$ cat config.mk
export PLATFORM = sky130hd
export DESIGN_NAME = clock_manager
export DESIGN_NICKNAME = d
export VERILOG_FILES = /design/src/rtl/clock_manager_pkg.sv /design/src/rtl/clock_manager_power_sync.sv /design/src/rtl/clock_manager.sv
export SDC_FILE = /design/constraint.sdc
export NUM_CORES = 1
export LEC_CHECK = 0
export BUFFER_PORTS_ARGS = -buffer_cell sky130_fd_sc_hd__buf_2
export CORE_MARGIN = 2
export CORE_UTILIZATION = 38
export CTS_CLUSTER_SIZE = 8
export DETAILED_ROUTE_END_ITERATION = 16
export GPL_TIMING_DRIVEN = 0
export PLACE_DENSITY_LB_ADDON = 0.2
export SLEW_MARGIN = 0
export SYNTH_ARGS = -nofsm -noshare
export SYNTH_HDL_FRONTEND = slang
export SYNTH_SLANG_ARGS = --single-unit
$ cat constraint.sdc
create_clock -name clock -period 3.8 [get_ports clock]
set_input_delay 0.57 -clock clock [delete_from_list [all_inputs] [get_ports clock]]
set_output_delay 0.57 -clock clock [all_outputs]
set_load 0.01 [all_outputs]
$ cat src/rtl/clock_manager_pkg.sv
// Shared types and level constants for the clock manager.
package clock_manager_pkg;

    typedef enum logic [1:0] {
        CM_OFF       = 2'd0,
        CM_STABILIZE = 2'd1,
        CM_RUN       = 2'd2
    } cm_state_t;

    localparam logic ActiveLow  = 1'b0;
    localparam logic ActiveHigh = 1'b1;

endpackage

$ cat src/rtl/clock_manager_power_sync.sv
// Two-flop level synchroniser with a parametric reset value.
module power_sync
    import clock_manager_pkg::*;
#(
    parameter logic RESET_VAL = ActiveHigh
) (
    input  logic clock,
    input  logic reset,
    input  logic din,
    output logic dout
);

    logic meta;

    always_ff @(posedge clock or negedge reset) begin
        if (!reset) begin
            meta <= RESET_VAL;
            dout <= RESET_VAL;
        end else begin
            meta <= din;
            dout <= meta;
        end
    end

endmodule

$ cat src/rtl/clock_manager.sv
// Power-on reset stretcher with a runtime-loadable clock-enable divider.
module clock_manager
    import clock_manager_pkg::*;
#(
    parameter int unsigned STABLE_CYCLES = 16,
    parameter int unsigned DIV_W         = 8,
    parameter int unsigned DEFAULT_DIV   = 10
) (
    input  logic             clock,
    input  logic             reset,
    input  logic             power,
    input  logic             div_load,
    input  logic [DIV_W-1:0] div_value,
    output logic             div_ack,
    output logic             sys_reset,
    output logic             ready,
    output logic             tick,
    output logic [1:0]       state
);

    localparam int unsigned STAB_W = (STABLE_CYCLES > 1) ? $clog2(STABLE_CYCLES) : 1;
    localparam logic [STAB_W-1:0] STAB_INIT = STAB_W'(STABLE_CYCLES - 1);
    localparam logic [DIV_W-1:0]  DIV_RST   = DIV_W'(DEFAULT_DIV);

    cm_state_t          state_q, state_d;
    logic [STAB_W-1:0]  stab_q, stab_d;
    logic [DIV_W-1:0]   div_cnt_q, div_cnt_d;
    logic [DIV_W-1:0]   ratio_q, ratio_d;
    logic               tick_q, tick_d;
    logic               ack_q, ack_d;
    logic               sysrst_q, sysrst_d;
    logic               ready_q, ready_d;
    logic               pwr_s;
    logic               load_ok;

    power_sync #(.RESET_VAL(ActiveHigh)) u_power_sync (
        .clock (clock),
        .reset (reset),
        .din   (power),
        .dout  (pwr_s)
    );

    assign load_ok = div_load && !ack_q;

    // Next-state, divider and handshake; a load overrides the divider wrap.
    always_comb begin
        state_d   = state_q;
        stab_d    = stab_q;
        div_cnt_d = div_cnt_q;
        ratio_d   = ratio_q;
        tick_d    = 1'b0;
        ack_d     = 1'b0;
        sysrst_d  = ActiveLow;
        ready_d   = 1'b0;

        case (state_q)
            CM_OFF: begin
                div_cnt_d = '0;
                if (pwr_s == ActiveLow) begin
                    state_d = CM_STABILIZE;
                    stab_d  = STAB_INIT;
                end
            end
            CM_STABILIZE: begin
                div_cnt_d = '0;
                if (pwr_s != ActiveLow) begin
                    state_d = CM_OFF;
                end else if (stab_q == '0) begin
                    state_d  = CM_RUN;
                    sysrst_d = ActiveHigh;
                    ready_d  = 1'b1;
                end else begin
                    stab_d = stab_q - STAB_W'(1);
                end
            end
            CM_RUN: begin
                if (pwr_s != ActiveLow) begin
                    state_d   = CM_OFF;
                    div_cnt_d = '0;
                end else begin
                    sysrst_d = ActiveHigh;
                    ready_d  = 1'b1;
                    if (div_cnt_q == ratio_q - DIV_W'(1)) begin
                        div_cnt_d = '0;
                        tick_d    = 1'b1;
                    end else begin
                        div_cnt_d = div_cnt_q + DIV_W'(1);
                    end
                end
            end
            default: begin
                state_d   = CM_OFF;
                div_cnt_d = '0;
            end
        endcase

        if (load_ok) begin
            ratio_d   = (div_value == '0) ? DIV_W'(1) : div_value;
            div_cnt_d = '0;
            tick_d    = 1'b0;
            ack_d     = 1'b1;
        end
    end

    always_ff @(posedge clock or negedge reset) begin
        if (!reset) begin
            state_q   <= CM_OFF;
            stab_q    <= '0;
            div_cnt_q <= '0;
            ratio_q   <= DIV_RST;
            tick_q    <= 1'b0;
            ack_q     <= 1'b0;
            sysrst_q  <= ActiveLow;
            ready_q   <= 1'b0;
        end else begin
            state_q   <= state_d;
            stab_q    <= stab_d;
            div_cnt_q <= div_cnt_d;
            ratio_q   <= ratio_d;
            tick_q    <= tick_d;
            ack_q     <= ack_d;
            sysrst_q  <= sysrst_d;
            ready_q   <= ready_d;
        end
    end

    assign state     = state_q;
    assign div_ack   = ack_q;
    assign sys_reset = sysrst_q;
    assign ready     = ready_q;
    assign tick      = tick_q;

endmodule
# After elaboration in Yosys (flattened, before gate mapping)

Cells that the tools add are included.

$add $sub $neg: 3
Equal/unequal tests: 8
Mux-type cells: 23
Reduce and logical (&&, ||, !) cells: 8

Operator list:

| cell                                                  | number |
|---|---|
| 2-to-1 mux 8 bit                                      | 5 |
| 2-to-1 mux 4 bit                                      | 3 |
| adder 8 x 1 -> 8 bit, second input constant           | 1 |
| equality test 8 bit                                   | 1 |
| logical NOT 8 bit                                     | 1 |
| 2-to-1 mux 1 bit                                      | 8 |
| 2-to-1 mux 2 bit                                      | 4 |
| one-hot mux 4 bit (2 select lines)                    | 1 |
| subtractor 8 x 1 -> 8 bit, second input constant      | 1 |
| inequality test 2 bit, second input constant          | 3 |
| one-hot mux 2 bit (3 select lines)                    | 1 |
| logical NOT 4 bit                                     | 1 |
| AND reduction 4 bit                                   | 1 |
| subtractor 4 x 1 -> 4 bit, second input constant      | 1 |
| inequality test 3 x 2 -> 1 bit, second input constant | 1 |
| AND reduction 3 bit                                   | 1 |
| equality test 2 x 1 -> 1 bit, second input constant   | 1 |
| equality test 2 bit, second input constant            | 1 |
| logical NOT 2 bit                                     | 1 |
| inequality test 2 x 1 -> 1 bit, second input constant | 1 |
| one-hot mux 1 bit (2 select lines)                    | 1 |
| nonzero test 2 bit                                    | 1 |
| logical AND 1 bit                                     | 1 |
| logical NOT 1 bit                                     | 1 |

Register bits after elaboration: 27
Output and inout port bits: 6

# Depth between registers and ports, before layout

Word-level depth: 6
Mapped depth: 8
Mapped depth without buffers: 7

# Modules after synthesis

Synthesis repeated with hierarchy kept, for this count alone.

Cell total of the unflattened synthesis: 151
Area, all modules: 1,468.9 um^2

Modules (own cells, without submodules):

| module        | instances | cells each | area an instance (um^2) | sequential area each (um^2) |
|---|---|---|---|---|
| clock_manager | 1         | 149        | 1,416.4                 | 628.1 |
| power_sync    | 1         | 2          | 52.6                    | 52.6 |

# Worst setup path before layout

OpenSTA, ideal clock, no wires.

Kind: register -> register
Start point: register ratio_q[0]
End point: register tick_q, in the netlist tick
Setup time: 0.068 ns
Arrival time: 1.673 ns
Setup slack: 2.058 ns
Cell stages (with the launch flop): 9
Clock period less this slack: 1.742 ns
Cell sequence: dfrtp_1 > inv_1 > ha_1 > inv_2 > or3_1 > o211ai_1 > and4bb_1 > buf_6 > and3_1

Longest elaborated chain between the ends: 6

RTL lines:

| element                   | RTL line             | RTL |
|---|---|---|
| start, declared           | clock_manager.sv:28  | `logic [DIV_W-1:0] ratio_q, ratio_d;` |
| start signal, assigned    | clock_manager.sv:119 | `ratio_q <= ratio_d;` |
| subtractor 8 x 1 -> 8 bit | clock_manager.sv:83  | `if (div_cnt_q == ratio_q - DIV_W'(1)) begin` |
| equality test 8 bit       | clock_manager.sv:83  |  |
| 2-to-1 mux 1 bit          | clock_manager.sv:83  |  |
| 2-to-1 mux 1 bit          | clock_manager.sv:77  | `if (pwr_s != ActiveLow) begin` |
| 2-to-1 mux 1 bit          | clock_manager.sv:56  | `case (state_q)` |
| 2-to-1 mux 1 bit          | clock_manager.sv:97  | `if (load_ok) begin` |
| named net tick_d          | clock_manager.sv:29  | `logic tick_q, tick_d;` |
| end signal, assigned      | clock_manager.sv:120 | `tick_q <= tick_d;` |
| end, declared             | clock_manager.sv:29  |  |

The timed path passes the listed nets, and every way through them passes these cells.
A chain may end at the register's enable or synchronous reset.

# Worst setup path after layout

Start point: register state_q[0], in the netlist state[0]
End point: register div_cnt_q[0]

Longest elaborated chain between the ends: 3

RTL lines:

| element                | RTL line             | RTL |
|---|---|---|
| start, declared        | clock_manager.sv:25  | `cm_state_t state_q, state_d;` |
| start signal, assigned | clock_manager.sv:116 | `state_q <= state_d;` |
| equality test 2 bit    | clock_manager.sv:56  |  |
| 2-to-1 mux 8 bit       | clock_manager.sv:56  |  |
| 2-to-1 mux 8 bit       | clock_manager.sv:97  |  |
| named net div_cnt_d[0] | clock_manager.sv:27  | `logic [DIV_W-1:0] div_cnt_q, div_cnt_d;` |
| end signal, assigned   | clock_manager.sv:118 | `div_cnt_q <= div_cnt_d;` |
| end, declared          | clock_manager.sv:27  |  |

The timed path passes the listed nets, and every way through them passes these cells.

==> reports/summary.log <==
INFO  global_route   grt_antenna_before_repair=0
INFO  synth          number_of_distinct_library_cells_after_synthesis=39
INFO  clocking       postCtsSetupRepairBufs=0
INFO  detailed_routing remaining_drc_errors=0
INFO  detailed_routing routed-via-count=1189
INFO  floorplan      die_width=67.1µm
INFO  clocking       cts_tree=done
INFO  detailed_routing detail_route.first_pass.iterations=4
INFO  clocking       tritoncts_num_sinks=27
INFO  detailed_routing via_per_inst=5.26
INFO  timing         timing.final.setup_violations=0
INFO  floorplan      die_h=67.1µm
INFO  timing         fin_setup_tns=0ns
INFO  critical_path  number_of_cells_traversed_by_the_worst_register_to_register_path=5
INFO  synth          yosys_register_bits=27
INFO  critical_path  critical_path.reg2reg.endpoint=div_cnt_q[0]
INFO  hold_path      min-delay-path-class=in2async
INFO  cells_and_area antennaDiodeCount=0
INFO  synth          ys.warnings.count=0
INFO  global_route   maximum_number_of_pins_on_one_net_before_global_route_repair=28
INFO  critical_path  worst-endpoint-required=3.99ns
INFO  synth          asyncSetResetFlopFracSynth=1.00
INFO  power          irDropWorstVdd=0.250mV
INFO  timing         timing_worst_slew_pin_value=1.07ns
INFO  clocking       cts_hold_buf=0
INFO  synth          syn_inst=157
INFO  clocking       insertion_delay=0.27ns
INFO  synth          summed_instance_area_of_the_synthesized_netlist=0.00151mm²
INFO  global_route   grt_pass1_wl=5.34mm
INFO  critical_path  path_class=reg2reg
INFO  clocking       ctsRootBufferMaster=clkbuf_8
INFO  clocking       total_of_cells_resized_after_clock_tree_synthesis=0
INFO  critical_path  r2r-start=state[0]
INFO  timing         timing.max_slew.rel_slack=0.285
INFO  placement      post_detail_place_hpwl=2.25mm
INFO  detailed_routing postRouteWirelength=2.95mm
INFO  synth          synth_flop_cell=dfrtp_1
INFO  detailed_routing antenna_violating_nets_post_route=0
INFO  timing         maxSlewViolCount=0
INFO  floorplan      die-area=0.00451mm²
INFO  cells_and_area num-nets-final=197
INFO  power          static_leakage=0.787nW
INFO  synth          post_synth.cell_area_avg=9.64µm²
INFO  timing         fin_crit=2.00ns
INFO  detailed_routing drt_iter0_markers=31
INFO  cells_and_area drive_above_1_share=0.213
INFO  timing         final_cycle_share=0.527
INFO  critical_path  setup.worst_path.end_class=flip-flop
INFO  timing         achievable-frequency=499MHz
INFO  clocking       cts_buffer_depth=2
INFO  placement      post-place-ws=1.72ns
INFO  global_route   via_count_of_the_first_global_routing_pass=1234
INFO  critical_path  setup.reg_to_reg.worst_slack=1.80ns
INFO  floorplan      standard_cell_row_count=22
INFO  floorplan      core=0.00374mm²
INFO  timing         finClkSkew=0.00904ns
INFO  clocking       htreeDepth=1
INFO  global_route   gr-total-overflow=0
INFO  synth          post_synth_edffs=0
INFO  floorplan      initial_standard_cell_utilization_of_the_core=0.404
INFO  timing         grt_setup_unrepaired=false
INFO  cells_and_area area.growth.synth_to_final=12.6%
INFO  detailed_routing routed_wirelength_normalized_by_instance_count=13.0µm
INFO  placement      portBuffers=17
INFO  critical_path  critical_path.startpoint_type=flip-flop
INFO  clocking       cts-buffers-inserted=3
INFO  power          fin_total_pwr=0.722mW
INFO  synth          synth_fp_nets=175
INFO  global_route   groute.usage.overall=0.154
INFO  placement      gp_congestion=0.752
INFO  floorplan      number_of_placed_i_o_pins=18
INFO  clocking       clkSlewWorstSetupHoldPaths=0.09ns
INFO  timing         timing.final.hold_violations=0
INFO  job            cap_violations=0
INFO  synth          synth-seq-area-share=0.450
INFO  critical_path  worst_ep_arrival_time=2.20ns
INFO  critical_path  cp_max_fo=9
INFO  power          power_density=423mW/mm²
INFO  timing         final_setup_margin=1.80ns
INFO  outcome        outcome=complete, no violations
-- through the flow --
stage | hold WS [ns] | util | std cells | area [µm²]
detailed placement | 0.348 | 0.443 | 222 | 1660
global placement | 0.348 | 0.443 | 222 | 1660
floorplan | 0.274 | - | 157 | 1510
global route | 0.319 | 0.456 | 226 | 1710
CTS | 0.310 | 0.456 | 226 | 1710
finish | 0.295 | 0.456 | 226 | 1710
-- routing by layer --
metal,vias up,GRT usage,wire length [µm]
li1,586,-,-
met5,-,0,0
met4,0,0.0306,22
met1,589,0.177,1250
met3,2,0.0355,72
met2,12,0.288,1610
-- cell usage in the layout, fill, tap and decap left out, types with 3 or more instances in the layout --
| master | synthesis | final |
|---|---|---|
| a21oi_1 | 16 | 16 |
| buf_2 | 0 | 17 |
| clkbuf_1 | 3 | 3 |
| clkbuf_8 | 0 | 3 |
| dfrtp_1 | 23 | 23 |
| dfstp_2 | 4 | 4 |
| ha_1 | 6 | 6 |
| inv_1 | 8 | 8 |
| mux2_2 | 6 | 6 |
| nand2_1 | 15 | 15 |
| nand2b_1 | 5 | 5 |
| nand3_1 | 3 | 3 |
| nor2_1 | 9 | 9 |
| nor3_1 | 6 | 6 |
| nor3b_1 | 3 | 3 |
| o21ai_0 | 8 | 8 |
| xnor2_1 | 7 | 7 |
| xor2_1 | 8 | 8 |
-- worst max-delay path, cell delays in order, from the launching register on --
cell and delay [ns]:
dfrtp_1 0.43, inv_1 0.10, ha_1 0.23, nor3b_1 0.88
nand2b_1 0.14, a21oi_1 0.15
-- worst max-delay path by stage --
stage / start / endpoint / slack (ns) / cells past startpoint
final: state[0] / div_cnt_q[0] / 1.80 / 5
after global routing: state[0] / div_cnt_q[3] / 1.61 / 5
after CTS: state[0] / div_cnt_q[0] / 1.76 / 5
after detailed placement: div_load / div_cnt_q[0] / 1.72 / 5
after global placement: div_load / div_cnt_q[2] / 1.84 / 5
after floorplan: ratio_q[0] / tick / 2.06 / 8
-- state kept, by name (all words and copies together), names as in the netlist --
register / cells
div_cnt_q: 8
ratio_q: 8
stab_q: 4
state: 2
div_ack: 1
ready: 1
tick: 1
u_power_sync.dout: 1
u_power_sync.meta: 1
-- kinds of logic (layout without fill, tap and decap cells) --
group           Yosys count  after routing  share of synthesized area
compound gates           34             34                      0.134
flops                    27             27                      0.450
fa+ha+maj                 6              6                     0.0496
mux                       6              6                     0.0446
simple gates             54             54                      0.190
xor+xnor                 15             15                     0.0868
buf+inv                  15             36                     0.0455
-- power breakdown --
group          total, mW  internal, mW  switching, mW
Combinational      0.202        0.0892          0.113
Sequential         0.359         0.323         0.0358
Clock              0.160        0.0734         0.0869
Total              0.722         0.486          0.236
-- synthesized netlist by cell type (2+ instances only) --
cell / n / share of area
o21ai_0: 8 / 0.026
xor2_1: 8 / 0.046
nor3b_1: 3 / 0.015
nand2b_1: 5 / 0.021
dfrtp_1: 23 / 0.38
xnor2_1: 7 / 0.040
inv_1: 8 / 0.020
nor2_1: 9 / 0.022
dfstp_2: 4 / 0.069
nor2b_1: 2 / 0.0083
nor3_1: 6 / 0.020
and3_1: 2 / 0.0083
o21bai_1: 2 / 0.0099
nand3_1: 3 / 0.0099
nand2_1: 15 / 0.037
mux2_2: 6 / 0.045
clkbuf_1: 3 / 0.0074
a21oi_1: 16 / 0.053
ha_1: 6 / 0.050
nand4_1: 2 / 0.0083
-- layout make-up --
class                           instances  area [µm²]
Multi-Input combinational cell        115         764
Clock inverter                          1        5.00
Tap cell                               48        60.1
Clock buffer                            3        41.3
Fill cell                             392        2040
Buffer                                  6        35.0
Sequential cell                        27         681
Inverter                                9        33.8
Timing Repair Buffer                   17        85.1
Power figures use the tool's default switching activity.
